==> config.mk <==
export PLATFORM = sky130hd
export DESIGN_NAME = wb_result_bus_arbiter_flat
export DESIGN_NICKNAME = d
export VERILOG_FILES = /design/src/rtl/wb_result_bus_arbiter_if.sv /design/src/rtl/wb_result_bus_arbiter.sv /design/src/flat_wrapper.sv
export SDC_FILE = /design/constraint.sdc
export NUM_CORES = 1
export LEC_CHECK = 0
export ABC_AREA = 1
export CORE_MARGIN = 2
export CORE_UTILIZATION = 45
export DETAILED_ROUTE_END_ITERATION = 10
export GPL_ROUTABILITY_DRIVEN = 0
export HOLD_SLACK_MARGIN = 0.1
export PLACE_DENSITY = 0.86
export SLEW_MARGIN = 40
export SYNTH_ARGS = -nofsm -noshare
export SYNTH_HDL_FRONTEND = slang
export SYNTH_SLANG_ARGS = --single-unit
==> constraint.sdc <==
create_clock -name clk -period 3 [get_ports clk]
set_input_delay 0.6 -clock clk [delete_from_list [all_inputs] [get_ports clk]]
set_output_delay 0.6 -clock clk [all_outputs]
set_load 0.1 [all_outputs]
==> src/rtl/wb_result_bus_arbiter_if.sv <==
// Result-bus interface: NUM_REQ producer handshakes plus one registered output port.
interface wb_result_bus_arbiter_if #(
  parameter int unsigned NUM_REQ     = 4,
  parameter int unsigned RS_ID_WIDTH = 5,
  parameter int unsigned DATA_WIDTH  = 32
);
  localparam int unsigned SrcW = (NUM_REQ > 1) ? $clog2(NUM_REQ) : 1;

  logic [NUM_REQ-1:0]                  req_valid;
  logic [NUM_REQ-1:0]                  req_ready;
  logic [NUM_REQ-1:0][RS_ID_WIDTH-1:0] req_rs_id;
  logic [NUM_REQ-1:0][4:0]             req_addr;
  logic [NUM_REQ-1:0][DATA_WIDTH-1:0]  req_data;

  logic                   out_valid;
  logic                   out_ready;
  logic [RS_ID_WIDTH-1:0] out_rs_id;
  logic [4:0]             out_addr;
  logic [DATA_WIDTH-1:0]  out_data;
  logic [SrcW-1:0]        out_src;

  // Producers and result consumer.
  modport master (
    output req_valid, req_rs_id, req_addr, req_data, out_ready,
    input  req_ready, out_valid, out_rs_id, out_addr, out_data, out_src
  );

  // Arbiter side.
  modport slave (
    input  req_valid, req_rs_id, req_addr, req_data, out_ready,
    output req_ready, out_valid, out_rs_id, out_addr, out_data, out_src
  );
endinterface

==> src/rtl/wb_result_bus_arbiter.sv <==
// Round-robin arbiter sharing one result-bus write port, followed by a 2-entry buffer
// so that out_ready never reaches req_ready combinationally.
module wb_result_bus_arbiter #(
  parameter int unsigned NUM_REQ     = 4,
  parameter int unsigned RS_ID_WIDTH = 5,
  parameter int unsigned DATA_WIDTH  = 32
) (
  input logic                     clk,
  input logic                     rst_n,
  input logic                     flush,
  wb_result_bus_arbiter_if.slave  bus
);
  localparam int unsigned SrcW = (NUM_REQ > 1) ? $clog2(NUM_REQ) : 1;

  typedef struct packed {
    logic [RS_ID_WIDTH-1:0] rs_id;
    logic [4:0]             addr;
    logic [DATA_WIDTH-1:0]  data;
    logic [SrcW-1:0]        src;
  } entry_t;

  entry_t          fifo_q [2];
  entry_t          fifo_d [2];
  logic [1:0]      count_q, count_d;
  logic            wr_ptr_q, wr_ptr_d;
  logic            rd_ptr_q, rd_ptr_d;
  logic [SrcW-1:0] ptr_q, ptr_d;

  logic [SrcW-1:0] gnt_idx;
  logic            gnt_found;
  logic            grant_en;
  logic            push;
  logic            pop;
  entry_t          head;

  // Winner search: first valid requester starting at ptr_q, wrapping modulo NUM_REQ.
  always_comb begin
    int unsigned idx;
    logic [SrcW-1:0] idx_s;
    idx       = 0;
    idx_s     = '0;
    gnt_idx   = '0;
    gnt_found = 1'b0;
    for (int unsigned i = 0; i < NUM_REQ; i++) begin
      idx = int'(ptr_q) + i;
      if (idx >= NUM_REQ) idx = idx - NUM_REQ;
      idx_s = SrcW'(idx);
      if (!gnt_found && bus.req_valid[idx_s]) begin
        gnt_found = 1'b1;
        gnt_idx   = idx_s;
      end
    end
  end

  // Grant depends only on registered occupancy, flush and req_valid.
  assign grant_en = (count_q != 2'd2) && !flush;
  assign push     = grant_en && gnt_found;
  assign pop      = (count_q != 2'd0) && bus.out_ready;

  // One-hot ready to the winner.
  always_comb begin
    bus.req_ready = '0;
    if (push) bus.req_ready[gnt_idx] = 1'b1;
  end

  // Next state for buffer, occupancy and round-robin pointer.
  always_comb begin
    fifo_d   = fifo_q;
    count_d  = count_q;
    wr_ptr_d = wr_ptr_q;
    rd_ptr_d = rd_ptr_q;
    ptr_d    = ptr_q;
    if (flush) begin
      count_d  = 2'd0;
      wr_ptr_d = 1'b0;
      rd_ptr_d = 1'b0;
    end else begin
      if (push) begin
        fifo_d[wr_ptr_q] = '{rs_id: bus.req_rs_id[gnt_idx],
                             addr:  bus.req_addr[gnt_idx],
                             data:  bus.req_data[gnt_idx],
                             src:   gnt_idx};
        wr_ptr_d = ~wr_ptr_q;
        ptr_d    = (gnt_idx == SrcW'(NUM_REQ - 1)) ? '0 : gnt_idx + 1'b1;
      end
      if (pop) rd_ptr_d = ~rd_ptr_q;
      unique case ({push, pop})
        2'b10:   count_d = count_q + 2'd1;
        2'b01:   count_d = count_q - 2'd1;
        default: count_d = count_q;
      endcase
    end
  end

  // State registers; reset clears the buffer so out_* read zero.
  always_ff @(posedge clk or negedge rst_n) begin
    if (!rst_n) begin
      fifo_q[0] <= '0;
      fifo_q[1] <= '0;
      count_q   <= 2'd0;
      wr_ptr_q  <= 1'b0;
      rd_ptr_q  <= 1'b0;
      ptr_q     <= '0;
    end else begin
      fifo_q[0] <= fifo_d[0];
      fifo_q[1] <= fifo_d[1];
      count_q   <= count_d;
      wr_ptr_q  <= wr_ptr_d;
      rd_ptr_q  <= rd_ptr_d;
      ptr_q     <= ptr_d;
    end
  end

  assign head          = fifo_q[rd_ptr_q];
  assign bus.out_valid = (count_q != 2'd0);
  assign bus.out_rs_id = head.rs_id;
  assign bus.out_addr  = head.addr;
  assign bus.out_data  = head.data;
  assign bus.out_src   = head.src;
endmodule

==> src/flat_wrapper.sv <==
// flat-port wrapper written by rule: the top's interface ports become plain ports
module wb_result_bus_arbiter_flat 
#(
  parameter int unsigned NUM_REQ     = 4,
  parameter int unsigned RS_ID_WIDTH = 5,
  parameter int unsigned DATA_WIDTH  = 32
)
  (clk, rst_n, flush, bus_req_valid, bus_req_rs_id, bus_req_addr, bus_req_data, bus_out_ready, bus_req_ready, bus_out_valid, bus_out_rs_id, bus_out_addr, bus_out_data, bus_out_src);
  wb_result_bus_arbiter_if #(.NUM_REQ(NUM_REQ), .RS_ID_WIDTH(RS_ID_WIDTH), .DATA_WIDTH(DATA_WIDTH)) bus_i ();
  input logic clk;
  input logic rst_n;
  input logic flush;
  input wire logic [$bits(bus_i.req_valid)-1:0] bus_req_valid;
  input wire logic [$bits(bus_i.req_rs_id)-1:0] bus_req_rs_id;
  input wire logic [$bits(bus_i.req_addr)-1:0] bus_req_addr;
  input wire logic [$bits(bus_i.req_data)-1:0] bus_req_data;
  input wire logic [$bits(bus_i.out_ready)-1:0] bus_out_ready;
  output wire logic [$bits(bus_i.req_ready)-1:0] bus_req_ready;
  output wire logic [$bits(bus_i.out_valid)-1:0] bus_out_valid;
  output wire logic [$bits(bus_i.out_rs_id)-1:0] bus_out_rs_id;
  output wire logic [$bits(bus_i.out_addr)-1:0] bus_out_addr;
  output wire logic [$bits(bus_i.out_data)-1:0] bus_out_data;
  output wire logic [$bits(bus_i.out_src)-1:0] bus_out_src;
  assign bus_i.req_valid = bus_req_valid;
  assign bus_i.req_rs_id = bus_req_rs_id;
  assign bus_i.req_addr = bus_req_addr;
  assign bus_i.req_data = bus_req_data;
  assign bus_i.out_ready = bus_out_ready;
  assign bus_req_ready = bus_i.req_ready;
  assign bus_out_valid = bus_i.out_valid;
  assign bus_out_rs_id = bus_i.out_rs_id;
  assign bus_out_addr = bus_i.out_addr;
  assign bus_out_data = bus_i.out_data;
  assign bus_out_src = bus_i.out_src;
  wb_result_bus_arbiter #(.NUM_REQ(NUM_REQ), .RS_ID_WIDTH(RS_ID_WIDTH), .DATA_WIDTH(DATA_WIDTH)) u_core (.clk(clk), .rst_n(rst_n), .flush(flush), .bus(bus_i));
endmodule
==> results.yml, run 1 <==
yosys:
  synthTopCellsByArea: "dfrtp_1, nand2_1, nand3_1, nand4_1, buf_2"
  synth.distinct_cells: 24
  synth_seq_area_share: 0.387
  ys_seq_elements: 94
  ys_warn_count: 0
  synth_top_area_share: 0.387
  yosysTopAreaCell: "dfrtp_1"
  synth_nets: 1097
  synth_area_um2: 6080
  syn_avg_cell_area_um2: 6.64
  synthCells: 917
grt:
  grt_pass1_vias: 6878
  antenna_found_initial: 0
  grt_max_degree: 85
  grt_remaining_overflow: 0
  grt_pass1_wl_um: 33000
  grt_usage: 0.280
setup_path:
  worstSetupPathType: "register to primary output"
  cp_num_buf_inv: 4
  path_delay_family: "simple AND/OR/NAND/NOR gates"
  r2r_start: "u_core.ptr_q[0]"
  critPathMaxFanout: 7
  max_stage_delay_ps: 480
  ff2ff_path_depth: 14
  cp-end-kind: "primary output"
  cp.required_ps: 2400
  slowest_stage: "dfrtp_2"
  critPathLaunchType: "register"
  cpMostUsedCell: "nand2_1"
  crit_arrival_ps: 2280
  r2r_setup_slack_ps: 490
  r2r-end: "u_core.fifo_q[74]"
  path_cells: "buf_4 > nand2_1 > nand2_1 > nand2_2 > nand2_1 > nor2_4 > nand3_2 > nand3_1 > nand2_2 > inv_2 > ha_2 > inv_1 > nor2_4 > buf_12"
detailed_routing:
  wire_per_inst_um: 15.8
  ant_nets: 0
  firstDrtPassIters: 7
  drt_first_iter_violations: 443
  vias: 7159
  wl_um: 20300
  drc_errors: 0
  vias_per_cell: 5.55
placed_design:
  dp_slack_ps: -44.9
  dp_hpwl_um: 13800
  io_buffers: 224
die:
  die_h_um: 120
  die-area_um2: 14500
  num_rows: 42
  core_um2: 13200
  die_w_um: 120
  start_util: 0.459
  ios: 225
timing:
  worst_slew_pin_slew_ps: 643
  drv_slew: 0
  setup_viol: 0
  hold_viol_final: 0
  max_freq_mhz: 347
  slew_headroom: 0.572
  worst_slack_ps: 117
  layout_min_cycle_time_ps: 2880
  clock_skew_ps: 11.6
  fin_crit_sh: 0.961
clock_network:
  cts_tree: "yes"
  numCtsBuffers: 9
  clkSinkCount: 94
  clk_latency_ps: 330
  h-tree-depth: 3
  cts-root-buf: "clkbuf_16"
  clkSlewWorstSetupHoldPaths_ps: 70
  clockBufferDepth: 2
cells_and_area:
  layout.cells.most_common: "nand2_1"
  drive_gt1_frac: 0.119
  fillCellCount: 1042
  syn2layout_area_growth_pct: 54.8
  most-common-layout-cells: "nand2_1, nand3_1, clkdlybuf4s50_1"
  seqCellArea_um2: 2350
  diodes: 0
  fin_nets: 1290
  multi_input_area_um2: 3370
run:
  cap_viol_max_count: 0
run_status:
  status: "completed"
hold_path:
  hold_class: "input pin to asynchronous set/reset pin"
==> cell type report <==
type                    count  share of cell area
repair buffers            253               0.326
well taps                 176              0.0234
clock inverters             3             0.00452
clock buffers              13              0.0276
multi-input cells         727               0.358
inverters                  25              0.0102
flip-flops and latches     94               0.250
==> layer usage <==
layer / GRT usage / wire, um / up-vias / share of wire
met1: 0.350 / 8020 / 3372 / 0.39
met2: 0.481 / 10100 / 316 / 0.50
li1: - / - / 3435 / -
met5: 0 / 0 / - / 0
met3: 0.0665 / 1760 / 36 / 0.086
met4: 0.0843 / 480 / 0 / 0.024
==> worst max path at each step <==
stage | start | to | slack, ps | cells after the start
floorplan | bus_req_valid[3] | bus_req_ready[2] | 140 | 13
finish | u_core.ptr_q[0] | bus_req_ready[2] | 120 | 14
global route | u_core.ptr_q[0] | bus_req_ready[2] | -3 | 13
global placement | bus_req_valid[3] | bus_req_ready[3] | 40 | 14
CTS | bus_req_valid[3] | bus_req_ready[3] | 5 | 14
detailed placement | bus_req_valid[3] | bus_req_ready[3] | -40 | 14
==> per-stage QoR <==
step	TNS [ps]	instances	cell area [um2]	hold slack, ps	utilization
2_1_floorplan	0	917	6110	304	-
3_3_place_gp	0	1270	9020	462	0.681
3_5_place_dp	-122	1270	9020	465	0.681
4_1_cts	0	1286	9330	306	0.705
5_1_grt	-2.88	1291	9420	326	0.711
6_report	0	1291	9420	276	0.711
==> registers in the layout (all words and copies together) (netlist names) <==
name and cells:
u_core.rd_ptr_q 1, u_core.fifo_q 88, u_core.count_q 2, u_core.wr_ptr_q 1, u_core.ptr_q 2
==> synthesized netlist by cell type, drive strengths merged <==
master and number:
nand2 435, nand3 180, dfrtp 94, nand4 85, buf 59, inv 25, clkbuf 12, o21ai 12
nor2 7, ha 4, a21oi 3, xnor2 1
==> cells by family (layout without fill, tap and decap cells) <==
| logic type | Yosys count | count (layout) | synth area share |
|---|---|---|---|
| xor+xnor | 1 | 1 | 0.00144 |
| compound gates | 15 | 15 | 0.0123 |
| simple gates | 707 | 707 | 0.516 |
| fa+ha+maj | 4 | 4 | 0.00823 |
| flops | 94 | 94 | 0.387 |
| buf+inv | 96 | 294 | 0.0755 |
==> timing repair <==
action,in CTS,in global routing
pin swaps,1,6
resized for setup,5,19
setup buffers,0,5
hold buffers,0,0
endpoints found under the setup margin,3,4
cloned,0,0
Power of run 1 is left out: the tool's default activity adds up to more than one toggle a clock period on the data nets, which glitch-free logic cannot reach.
==> run 2: changes to the inputs <==
CORE_UTILIZATION = 41   (was 45)
PLACE_DENSITY = not set   (was 0.86)
PLACE_DENSITY_LB_ADDON = 0.2   (was not set)
clock period = 2.5 ns   (was 3 ns; I/O delays follow)
==> run 2 against run 1 <==
The flow now finishes with violations (negative setup slack). Sequential share of layout area is 0.54 points lower. Non-clock buffer count is 15 higher. Utilization is 4.8 points lower. Worst hold slack worse by 150 ps. Register-to-register slack worse by 380 ps. Via count is 0.31% lower. Critical path depth stayed put. Design area is 2.3% higher. Final cell count is 1.9% higher. Count of clock-buffer cells in the layout is 1 higher. Critical path type unchanged. Critical endpoint is now bus_req_ready[3].
==> results.yml, run 2 (synthesized netlist as in run 1, its figures left out) <==
hold_path:
  hold_class: "input pin to asynchronous set/reset pin"
detailed_routing:
  drt_first_iter_violations: 557
  vias: 7137
  firstDrtPassIters: 5
  wl_um: 21300
  ant_nets: 0
  wire_per_inst_um: 16.2
  vias_per_cell: 5.42
  drc_errors: 0
cells_and_area:
  stdcell_count: 1316
  fillCellCount: 1259
  syn2layout_area_growth_pct: 58.3
  layout.cells.most_common: "nand2_1"
  largest_reg_flops: 88
  seqCellArea_um2: 2360
  multi_input_area_um2: 3490
  drive_gt1_frac: 0.145
  largestRegisters: "u_core.fifo_q x88, u_core.count_q x2, u_core.ptr_q x2"
  fin_nets: 1306
  most-common-layout-cells: "nand2_1, nand3_1, clkdlybuf4s50_1"
  design_area_um2: 9630
  regMostFlops: "u_core.fifo_q"
placed_design:
  dp_hpwl_um: 14400
  io_buffers: 224
  dpl_cell_area_um2: 9160
  place_inst: 1290
setup_path:
  cp-end-kind: "primary output"
  cp.required_ps: 2000
  slowest_stage: "dfrtp_2"
  r2r_start: "u_core.ptr_q[0]"
  max_stage_delay_ps: 430
  worstSetupPathType: "register to primary output"
  cp_num_buf_inv: 5
  path_cells: "buf_12 > inv_8 > nand2_4 > nand3_2 > nand2_4 > nor2_4 > nand3_2 > nand3_2 > nand2_4 > inv_4 > ha_4 > inv_2 > nor2_4 > buf_12"
  critPathMaxFanout: 6
  path_delay_family: "simple AND/OR/NAND/NOR gates"
  crit_arrival_ps: 2190
  critPathLaunch: "u_core.ptr_q[0]"
  critPathLaunchType: "register"
grt:
  antenna_found_initial: 2
  grt_pass1_wl_um: 33700
  grt_remaining_overflow: 0
  grt_max_degree: 85
  grt_pass1_vias: 6809
  grt_usage: 0.260
clock_network:
  cts-hold-fix-buffers: 0
  clkSlewWorstSetupHoldPaths_ps: 60
  clkSinkCount: 94
  h-tree-depth: 3
  clockBufferDepth: 2
  numCtsBuffers: 9
  cts_tree: "yes"
  clk_latency_ps: 340
  cts-root-buf: "clkbuf_16"
timing:
  max_freq_mhz: 372
  rsz0062_at_grt: "true"
  slew_headroom: 0.577
  worst_slack_ps: -190
  hold_ws_ps: 122
  drv_slew: 0
  layout_min_cycle_time_ps: 2690
  hold_viol_final: 0
  fin_crit_sh: 1.08
  clock_skew_ps: 5.17
  worst_slew_pin_slew_ps: 635
  setup_viol: 4
  fin_setup_tns_ps: -693
run:
  cap_viol_max_count: 0
die:
  die_h_um: 126
  ios: 225
  core_um2: 14500
  start_util: 0.419
  die_w_um: 126
  die-area_um2: 15800
  num_rows: 44
run_status:
  violations: "negative setup slack"
  status: "finished, violations left"
-- run 2: worst reg2reg max path, cell delays in order, from the launching register on --
cell and delay (ps):
dfrtp_2 430, buf_12 160, inv_8 90, nand2_4 60
nand3_2 100, nand2_4 70, nor2_4 140, nand3_2 100
nand3_2 90, nand2_4 80, inv_4 90, buf_4 440
nand3_1 250, nand3_1 130, nand2_1 50
-- run 2: repair_timing --
item,in CTS,in global routing
pin swaps,12,13
endpoints found under the setup margin,79,34
gates resized for setup,24,16
cloned,1,0
setup buffers,3,5
-- run 2: routing by layer --
layer  up-vias  wire, um  track usage
li1       3469         -            -
met1      3370      8960        0.336
met5         -         0            0
met4         0       201       0.0595
met3        18      1710       0.0629
met2       280     10500        0.446
-- run 2: through the flow --
| step | util | worst slack (ps) |
|---|---|---|
| finish | 0.663 | -190 |
| global route | 0.663 | -310 |
| CTS | 0.656 | -201 |
| detailed placement | 0.630 | -419 |
| global placement | 0.630 | -374 |
| floorplan | - | -73.7 |
-- run 2: path summary, 6_finish.rpt --
kind / end / slack [ps] / depth (start not counted)
max: bus_req_ready[3] / -190 / 14
min: u_core.fifo_q[24] / 120 / 1
max reg2reg: u_core.fifo_q[64] / 110 / 14
min reg2reg: u_core.fifo_q[37] / 480 / 2
max in group asynchronous: u_core.fifo_q[20] / 1620 / 2
min in group clk: u_core.fifo_q[37] / 480 / 2
-- run 2: cell type report --
type,instances,area share
Clock inverter,2,0.00169
Inverter,25,0.0108
Clock buffer,14,0.0274
Antenna cell,1,0.000260
Sequential cell,94,0.245
Timing Repair inverter,1,0.000650
Multi-Input combinational cell,727,0.362
Tap cell,184,0.0239
Timing Repair Buffer,268,0.329
Power of run 2 is left out for the same reason.
==> run 3: changes to the inputs <==
--- a/constraint.sdc
+++ b/constraint.sdc
@@ -3,2 +3,2 @@
 set_output_delay 0.5 -clock clk [all_outputs]
-set_load 0.1 [all_outputs]
+set_load 0.05 [all_outputs]
==> run 3 against run 2 <==
The run still ends with negative setup slack left. Global-route usage rose by 1.5 points. Count of clock-buffer cells in the layout shrank 3. Via count increased by 0.81%. Flip-flop and latch count unchanged. Register-to-register slack worse by 260 ps. Worst hold slack better by 77 ps. Clock skew rose by 1.2 ps. Non-clock buffer count up 7. Sequential share of layout area decreased by 0.47 points. Final cell count up 0.30%. Setup slack worse by 47 ps. Critical path type unchanged.
==> results.yml, run 3 (synthesized netlist as in run 1, its figures left out) <==
grt:
  grt_max_degree: 85
  grt_usage: 0.275
  antenna_found_initial: 0
  grt_remaining_overflow: 0
  grt_pass1_wl_um: 35400
  grt_pass1_vias: 7023
power:
  p_leak_nw: 4.74
  p_per_area_nw_per_um2: 1770
  ir_drop_mv: 2.73
clock_network:
  numCtsBuffers: 9
  clkSinkCount: 94
  clockBufferDepth: 2
  clkSlewWorstSetupHoldPaths_ps: 60
  clk_latency_ps: 340
  cts_tree: "yes"
  cts-root-buf: "clkbuf_16"
  h-tree-depth: 3
detailed_routing:
  wire_per_inst_um: 16.6
  firstDrtPassIters: 8
  vias: 7195
  drc_errors: 0
  wl_um: 21900
  drt_first_iter_violations: 574
  ant_nets: 0
  vias_per_cell: 5.45
cells_and_area:
  diodes: 0
  most-common-layout-cells: "nand2_1, clkdlybuf4s50_1, nand3_1"
  regMostFlops: "u_core.fifo_q"
  fillCellCount: 1216
  largest_reg_flops: 88
  layout.cells.most_common: "nand2_1"
  final_core_util: 0.675
  syn2layout_area_growth_pct: 61.3
  fin_nets: 1312
  drive_gt1_frac: 0.170
  largestRegisters: "u_core.fifo_q x88, u_core.count_q x2, u_core.ptr_q x2"
die:
  num_rows: 44
  die_w_um: 126
  start_util: 0.419
  ios: 225
  core_um2: 14500
  die_h_um: 126
  die-area_um2: 15800
timing:
  fin_crit_sh: 1.09
  layout_min_cycle_time_ps: 2740
  drv_slew: 0
  clock_skew_ps: 6.32
  slew_headroom: 0.532
  rsz0062_at_grt: "true"
  setup_viol: 88
  max_freq_mhz: 365
  hold_ws_ps: 199
  worst_slack_ps: -237
  worst_slew_pin_slew_ps: 702
  hold_viol_final: 0
placed_design:
  dp_hpwl_um: 14200
  io_buffers: 224
hold_path:
  hold_class: "input pin to asynchronous set/reset pin"
setup_path:
  cp.required_ps: 2000
  crit_arrival_ps: 2240
  worstSetupPathType: "register to primary output"
  r2r_start: "u_core.ptr_q[0]"
  critPathLaunchType: "register"
  cp-end-kind: "primary output"
  critPathLaunch: "u_core.ptr_q[0]"
  critPathMaxFanout: 6
run:
  cap_viol_max_count: 0
run_status:
  status: "finished, violations left"
  violations: "negative setup slack"
## run 3: worst max-delay path, cell delays in order (launching register included)
cell	delay (ps)
dfrtp_2	470
buf_4	170
nand2_1	70
nand2_2	80
nand2_1	100
nand2_1	80
nand2_2	130
nand2_2	80
nand2_2	100
nand3_4	110
inv_4	100
ha_4	130
inv_2	40
nor2_4	90
buf_12	140
## run 3: layout make-up
type | count | area, um2 | area share
Clock buffer | 11 | 233 | 0.0237
Clock inverter | 4 | 72.6 | 0.00739
Inverter | 25 | 101 | 0.0103
Multi-Input combinational cell | 727 | 3560 | 0.363
Sequential cell | 94 | 2350 | 0.240
Tap cell | 184 | 230 | 0.0235
Timing Repair Buffer | 275 | 3260 | 0.332
## run 3: what timing repair did
item                                   in CTS  in global routing
setup endpoints to repair                   4                 90
hold buffers                                0                  0
endpoints found under the hold margin       0                  0
gates resized for setup                    78                  9
pin swaps                                  21                  5
setup buffers                              19                  2
## run 3: path summary, 6_finish.rpt
check	slack (ps)	end	cells after the start
worst max-delay path	-240	bus_req_ready[3]	14
worst min-delay path	200	u_core.ptr_q[1]	1
worst max register to register	-150	u_core.fifo_q[8]	18
worst min register to register	480	u_core.fifo_q[22]	2
max in group asynchronous	1620	u_core.fifo_q[53]	2
min in group clk	480	u_core.fifo_q[22]	2
## run 3: routing by layer
layer | vias to the layer above | wire length [um] | global-route usage
li1 | 3481 | - | -
met1 | 3407 | 9140 | 0.349
met2 | 263 | 11000 | 0.483
met3 | 44 | 1290 | 0.0459
met4 | 0 | 509 | 0.0821
met5 | - | 0 | 0
## run 3: power breakdown
group	internal [mW]	total, mW	switching (mW)	leakage [nW]
Clock	0.870	1.43	0.562	0.146
Combinational	5.11	13.2	8.12	3.43
Sequential	2.29	2.69	0.400	1.17
## run 3: stage by stage
step           instances  setup slack, ps  total power [mW]  setup TNS [ps]  area (um2)
6_report            1320             -237              17.3           -7280        9820
5_1_grt             1320             -316              18.7          -17470        9820
4_1_cts             1318             -121              17.0           -1130        9750
3_5_place_dp        1284             -308              14.5          -16500        9040
3_3_place_gp        1284             -262              14.3          -11350        9040
2_1_floorplan        917             24.9              10.3               0        6110
Note: power is estimated with default switching activity, not from simulation.
==> variant 1 (settings of run 3) <==
`RS_ID_WIDTH` is set to 5 in 3 places; all go to 10.
--- a/src/rtl/wb_result_bus_arbiter_if.sv
+++ b/src/rtl/wb_result_bus_arbiter_if.sv
@@ -1,7 +1,7 @@
 // Result-bus interface: NUM_REQ producer handshakes plus one registered output port.
 interface wb_result_bus_arbiter_if #(
   parameter int unsigned NUM_REQ     = 4,
-  parameter int unsigned RS_ID_WIDTH = 5,
+  parameter int unsigned RS_ID_WIDTH = 10,
   parameter int unsigned DATA_WIDTH  = 32
 );
   localparam int unsigned SrcW = (NUM_REQ > 1) ? $clog2(NUM_REQ) : 1;
--- a/src/rtl/wb_result_bus_arbiter.sv
+++ b/src/rtl/wb_result_bus_arbiter.sv
@@ -2,7 +2,7 @@
 // so that out_ready never reaches req_ready combinationally.
 module wb_result_bus_arbiter #(
   parameter int unsigned NUM_REQ     = 4,
-  parameter int unsigned RS_ID_WIDTH = 5,
+  parameter int unsigned RS_ID_WIDTH = 10,
   parameter int unsigned DATA_WIDTH  = 32
 ) (
   input logic                     clk,
--- a/src/flat_wrapper.sv
+++ b/src/flat_wrapper.sv
@@ -2,7 +2,7 @@
 module wb_result_bus_arbiter_flat 
 #(
   parameter int unsigned NUM_REQ     = 4,
-  parameter int unsigned RS_ID_WIDTH = 5,
+  parameter int unsigned RS_ID_WIDTH = 10,
   parameter int unsigned DATA_WIDTH  = 32
 )
   (clk, rst_n, flush, bus_req_valid, bus_req_rs_id, bus_req_addr, bus_req_data, bus_out_ready, bus_req_ready, bus_out_valid, bus_out_rs_id, bus_out_addr, bus_out_data, bus_out_src);
Ports: changed (resized bus_out_rs_id and bus_req_rs_id); port bits go from 225 to 250. No check against the original RTL was run, so the function may have changed too.
==> variant 1 against run 3 <==
  * The flow still finishes with violations (negative setup slack)
  * Critical path type unchanged
  * Largest power group unchanged
  * Highest routed layer unchanged
  * Wire length is 8.5% higher
  * Cell area rose by 8.3%
  * Sequential cell count rose by 10
  * Sequential power rose by 11%
  * Maximum frequency decreased by 2.6%
  * Die area rose by 10%
  * Clock skew up 2.7 ps
  * Combinational power increased by 5%
  * Synthesized area rose by 10%
  * Power rose by 4.6%
  * Worst setup slack worse by 72 ps
  * Register-to-register slack improved by 180 ps
  * Sequential share of layout area rose by 0.53 points
==> variant 1: results (changes against run 3) <==
Primary FF master, synth -> dfrtp_1
Top Family by Delay on Critical Path -> simple AND/OR/NAND/NOR gates
Seq/Total Area, Yosys -> 38.77% (+0.11 points)
Unique masters post-synth -> 25 (+4.2%)
setup ws final -> -309.2 ps (-72.01 ps)
ant diodes -> 0 (unchanged)
commonest cells in the netlist -> 479 x nand2_1, 195 x nand3_1, 104 x dfrtp_1
worst hold path class -> input pin to asynchronous set/reset pin
syn nets -> 1,214 (+11%)
worst-margin pin slew -> 595.8 ps (-106.0 ps)
number of global-route vias before repair -> 7,739 (+10%)
CP max stage delay -> 480 ps
vias -> 7,855 (+9.2%)
maximum vdd drop -> 1259 uV (-54%)
CTS clock-pin slew for the worst setup and hold paths -> 70 ps
status -> complete, but fails checks
CTS H-tree lvls -> 3 (unchanged)
1st-pass router iterations -> 5 (-3)
Slowest cell on crit path -> dfrtp_2
Port Buffer Count -> 249 (+11%)
DP HPWL -> 15,920 um (+12%)
share of layout cells above drive strength 1 -> 14.13% (-2.9 points)
latest clock arrival within the worst-skew pair -> 340 ps (about the same)
setup tns final -> -1134 ps (+6150 ps)
Setup violations, final -> 4 (-95%)
top flop regs -> u_core.fifo_q x98, u_core.count_q x2, u_core.ptr_q x2
Placed Cells -> 1,431 (+11%)
Post-synth ARST share -> 100.0% (unchanged)
detailed-route wire length per cell -> 16.26 um (-2.1%)
mean post-synth cell area -> 6.620 um^2 (-0.23%)
Area after DPL -> 10,060 um^2 (+11%)
initial antenna violation count -> 0 (unchanged)
Synth Warn # -> 0 (unchanged)
initial DRC count -> 590 (+2.8%)
failing checks -> negative setup slack
first-pass GRT wire length -> 38,620 um (+9.1%)
CTS buffer count -> 9 (unchanged)
CTS root buf -> clkbuf_16
CP Max Fanout -> 6 (unchanged)
maximum clock path buffer count -> 2 (unchanged)
pin count of the biggest net entering global routing -> 95 (+12%)
vias per std cell -> 5.373 (-1.4%)
switching share of power -> 53.22% (+0.88 points)
gr ovfl total -> 0 (unchanged)
Final Skew -> 8.975 ps (+2.652 ps)
filler instances -> 1,387 (+14%)
data arrival time at the worst-slack endpoint -> 2310 ps (+70 ps)
Pleak -> 5.138 nW (+8.4%)
GR Util All Layers -> 27.09% (-0.42 points)
top post-synthesis cells by area -> dfrtp_1 39%, nand2_1 27%, nand3_1 15%
## variant 1: cell count changes after synthesis, moves of 2 or more
| cell | before | now |
|---|---|---|
| nand2_1 | 432 | 479 |
| nand3_1 | 178 | 195 |
| clkbuf_1 | 12 | 22 |
| dfrtp_1 | 94 | 104 |
| nand4_1 | 85 | 95 |
| buf_2 | 41 | 48 |
| buf_1 | 8 | 3 |
| inv_2 | 6 | 4 |
| nand2_2 | 2 | 4 |
| nor2_1 | 4 | 6 |
| o21ai_0 | 11 | 9 |
| o21ai_1 | 1 | 3 |
## variant 1: area by class of cell
cell class / instances / area [um^2] / area share (%)
multi-input combinational: 805 / 3819 / 35.92
inverter: 23 / 96.34 / 0.9063
sequential: 104 / 2606 / 24.52
clock inverter: 4 / 20.02 / 0.1883
tap: 216 / 270.3 / 2.542
timing repair buffer: 298 / 3572 / 33.60
clock buffer: 12 / 246.5 / 2.319
## variant 1: per-stage QoR
step,power [mW],setup slack [ps]
after floorplan,11.32,74.71
after global placement,15.81,-257.8
after detailed placement,16.02,-346.4
after CTS,17.96,-183.8
after global routing,19.44,-364.8
final,18.14,-309.2
## variant 1: what timing repair did
action                     CTS  global route
setup buffers               12             5
hold endpoints to repair     0             0
pin swaps                   19             9
setup endpoints to repair   31            98
gates cloned                 0             0
gates resized for setup     61             8
## variant 1: final timing paths
path | to | start | slack [ps] | cells past startpoint
max | bus_req_ready[3] | u_core.ptr_q[0] | -310 | 13
min | u_core.fifo_q[46] | rst_n | 100 | 1
max reg2reg | u_core.fifo_q[59] | u_core.ptr_q[0] | 30 | 14
min reg2reg | u_core.fifo_q[7] | u_core.fifo_q[7] | 480 | 2
max in group asynchronous | u_core.fifo_q[76] | rst_n | 1770 | 2
min in group clk | u_core.fifo_q[7] | u_core.fifo_q[7] | 480 | 2
## variant 1: cells by family after synthesis
family          Yosys count  synth area share [%]
simple gates            786                 51.89
buf+inv                 105                 7.418
xor+xnor                  1                0.1305
compound gates           14                 1.044
flops                   104                 38.77
fa+ha+maj                 4                0.7456
## variant 1: power groups by stage
stage | combinational [mW] | sequential [mW] | clock (mW)
after global placement | 12.9 | 2.95 | 0
after detailed placement | 13.0 | 2.98 | 0
after CTS | 13.7 | 2.97 | 1.32
after floorplan | 8.45 | 2.87 | 0
after global routing | 15.0 | 3.07 | 1.39
final | 13.9 | 2.98 | 1.30
## variant 1: layer usage
| layer | vias to the layer above | share of wire, % | GRT usage (%) | wire, um |
|---|---|---|---|---|
| li1 | 3824 | - | - | - |
| met1 | 3694 | 41 | 33.11 | 9728 |
| met2 | 291 | 50 | 47.83 | 11900 |
| met3 | 46 | 6.8 | 5.575 | 1617 |
| met4 | 0 | 2.2 | 8.575 | 527 |
| met5 | - | 0 | 0 | 0 |
==> variant 2 (settings of run 3) <==
Without the edit above. Make the reset (`rst_n`) synchronous in one clocked block.
--- a/src/rtl/wb_result_bus_arbiter.sv
+++ b/src/rtl/wb_result_bus_arbiter.sv
@@ -93,7 +93,7 @@
   end
 
   // State registers; reset clears the buffer so out_* read zero.
-  always_ff @(posedge clk or negedge rst_n) begin
+  always_ff @(posedge clk) begin
     if (!rst_n) begin
       fifo_q[0] <= '0;
       fifo_q[1] <= '0;
Formal check against the unedited RTL: differs if rst_n is asserted again (counterexample within 4 cycles, from zero or initial values and one cycle with rst_n low); with rst_n held inactive, the same outputs for 4 cycles.
==> variant 2 against run 3 <==
  * The flow still finishes with violations (negative setup slack)
  * Final cell count grew 21%
  * Hold slack gained 280 ps
  * Cell area grew 5.1%
  * Worst setup slack gained 110 ps
  * Sequential cell count is the same
  * Wire length grew 2.1%
  * Synthesized cell count grew 29%
  * Clock power shrank 9.8%
  * Power shrank 30%
  * Synthesized area grew 13%
  * Critical path depth is the same
  * Register-to-register slack gained 260 ps
  * Critical path type unchanged
  * Largest power group unchanged
  * Highest routed layer is now met5
==> variant 2: results (changes against run 3) <==
Unique masters post-synth -> 27 (+13%)
GR Util All Layers -> 24.54% (-3.0 points)
worst hold path class -> flop to flop
initial antenna violation count -> 1 (+1)
data arrival time at the worst-slack endpoint -> 2130 ps (-110 ps)
detailed-route wire length per cell -> 13.96 um (-16%)
fin nets -> 1,560 (+19%)
vias per std cell -> 4.940 (-9.4%)
pre-CTS WS -> -327.3 ps (-19.38 ps)
Synth Area in Compound Gates -> 12.14% (+11 points)
failing checks -> negative setup slack
mean post-synth cell area -> 5.857 um^2 (-12%)
ant diodes -> 0 (unchanged)
Synth Area in XOR/XNOR -> 0.1268% (-0.017 points)
Slowest cell on crit path -> dfxtp_4
worst-margin pin slew -> 573.2 ps (-128.6 ps)
most frequent cell after synthesis -> inv_1
share of layout cells above drive strength 1 -> 12.65% (-4.3 points)
Port Buffer Count -> 224 (unchanged)
Final Skew -> 6.694 ps (+0.3706 ps)
DP HPWL -> 14,890 um (+4.9%)
maximum vdd drop -> 812.8 uV (-70%)
Seq/Total Area, Yosys -> 27.25% (-11 points)
status -> complete, but fails checks
initial DRC count -> 395 (-31%)
first-pass GRT wire length -> 35,940 um (+1.5%)
Post-synth ARST share -> 0% (-100 points)
Setup violations, final -> 4 (-95%)
P_int -> 5.875 mW (-29%)
top post-synthesis cells by area -> dfxtp_1 27%, inv_1 17%, nand2_1 14%
setup ws final -> -128.6 ps (+108.6 ps)
pin count of the biggest net entering global routing -> 60 (-29%)
vias -> 7,919 (+10%)
CP Max Fanout -> 8 (+2)
CP max stage delay -> 400 ps (-70 ps)
Pleak -> 5.392 nW (+14%)
commonest cells in the netlist -> 312 x inv_1, 256 x nand2_1, 174 x nand3_1
number of global-route vias before repair -> 7,459 (+6.2%)
Post-Synth Adder-Cell Area -> 0.9060% (+0.083 points)
syn nets -> 1,360 (+24%)
1st-pass router iterations -> 5 (-3)
variant 2: changes by cell type after synthesis, moves of 3 or more:
cell,delta
nand3_1,-4
buf_1,-8
dfrtp_1,-94
clkbuf_1,+14
buf_4,+8
o21ai_0,+38
inv_1,+294
inv_2,-3
a21oi_1,+50
dfxtp_1,+94
nand2_1,-176
o21a_1,+43
variant 2: area by class of cell:
type | count | share of cell area, %
timing repair buffer | 272 | 29.04
clock buffer | 11 | 2.450
tap | 220 | 2.668
multi-input combinational | 685 | 35.59
sequential | 94 | 18.32
clock inverter | 4 | 0.2183
inverter | 317 | 11.70
variant 2: routing by layer:
metal	vias to the layer above	wire length (um)	GRT usage, %
li1	4053	-	-
met1	3561	9521	30.39
met2	270	10760	42.65
met3	33	1650	4.989
met4	2	433	7.979
met5	-	7	0
variant 2: what timing repair did:
| item | in CTS | in global routing |
|---|---|---|
| pin swaps | 17 | 16 |
| buffers inserted | 11 | 5 |
| cloned | 0 | 1 |
| hold buffers | 0 | 0 |
| resized for setup | 47 | 39 |
| hold endpoints to repair | 0 | 0 |
| setup endpoints to repair | 4 | 72 |
variant 2: stage by stage:
| step | cell area (um^2) | TNS (ps) | utilization [%] | power [mW] |
|---|---|---|---|---|
| after floorplan | 6935 | 0 | - | 7.374 |
| after global placement | 9637 | -17890 | 58.32 | 9.841 |
| after detailed placement | 9637 | -21360 | 58.32 | 9.925 |
| after CTS | 10120 | -272.9 | 61.25 | 11.71 |
| after global routing | 10320 | -798.2 | 62.44 | 13.04 |
| final | 10320 | -423.3 | 62.44 | 12.13 |
variant 2: power groups by stage:
stage	Combinational [mW]	Clock, mW	Sequential [mW]
3_5_place_dp	7.94	0	1.99
4_1_cts	8.43	1.32	1.96
3_3_place_gp	7.86	0	1.98
2_1_floorplan	5.42	0	1.95
6_report	8.87	1.29	1.98
5_1_grt	9.65	1.38	2.01
variant 2: cells by family (layout without fill, tap and decap cells):
logic type	Yosys count	count (layout)
AND/OR/NAND/NOR	533	533
buffers and inverters	400	604
AO/OA/AOI/OAI	146	146
flip-flops	94	94
adder cells (fa/ha/maj)	5	5
XOR/XNOR	1	1
variant 2: worst paths after layout:
path / endpoint / slack (ps) / cells after the start / start
max: bus_req_ready[3] / -130 / 14 / u_core.ptr_q[0]
min: u_core.fifo_q[0] / 480 / 1 / u_core.fifo_q[0]
max reg2reg: u_core.fifo_q[51] / 110 / 17 / u_core.ptr_q[0]
min reg2reg: u_core.fifo_q[0] / 480 / 1 / u_core.fifo_q[0]
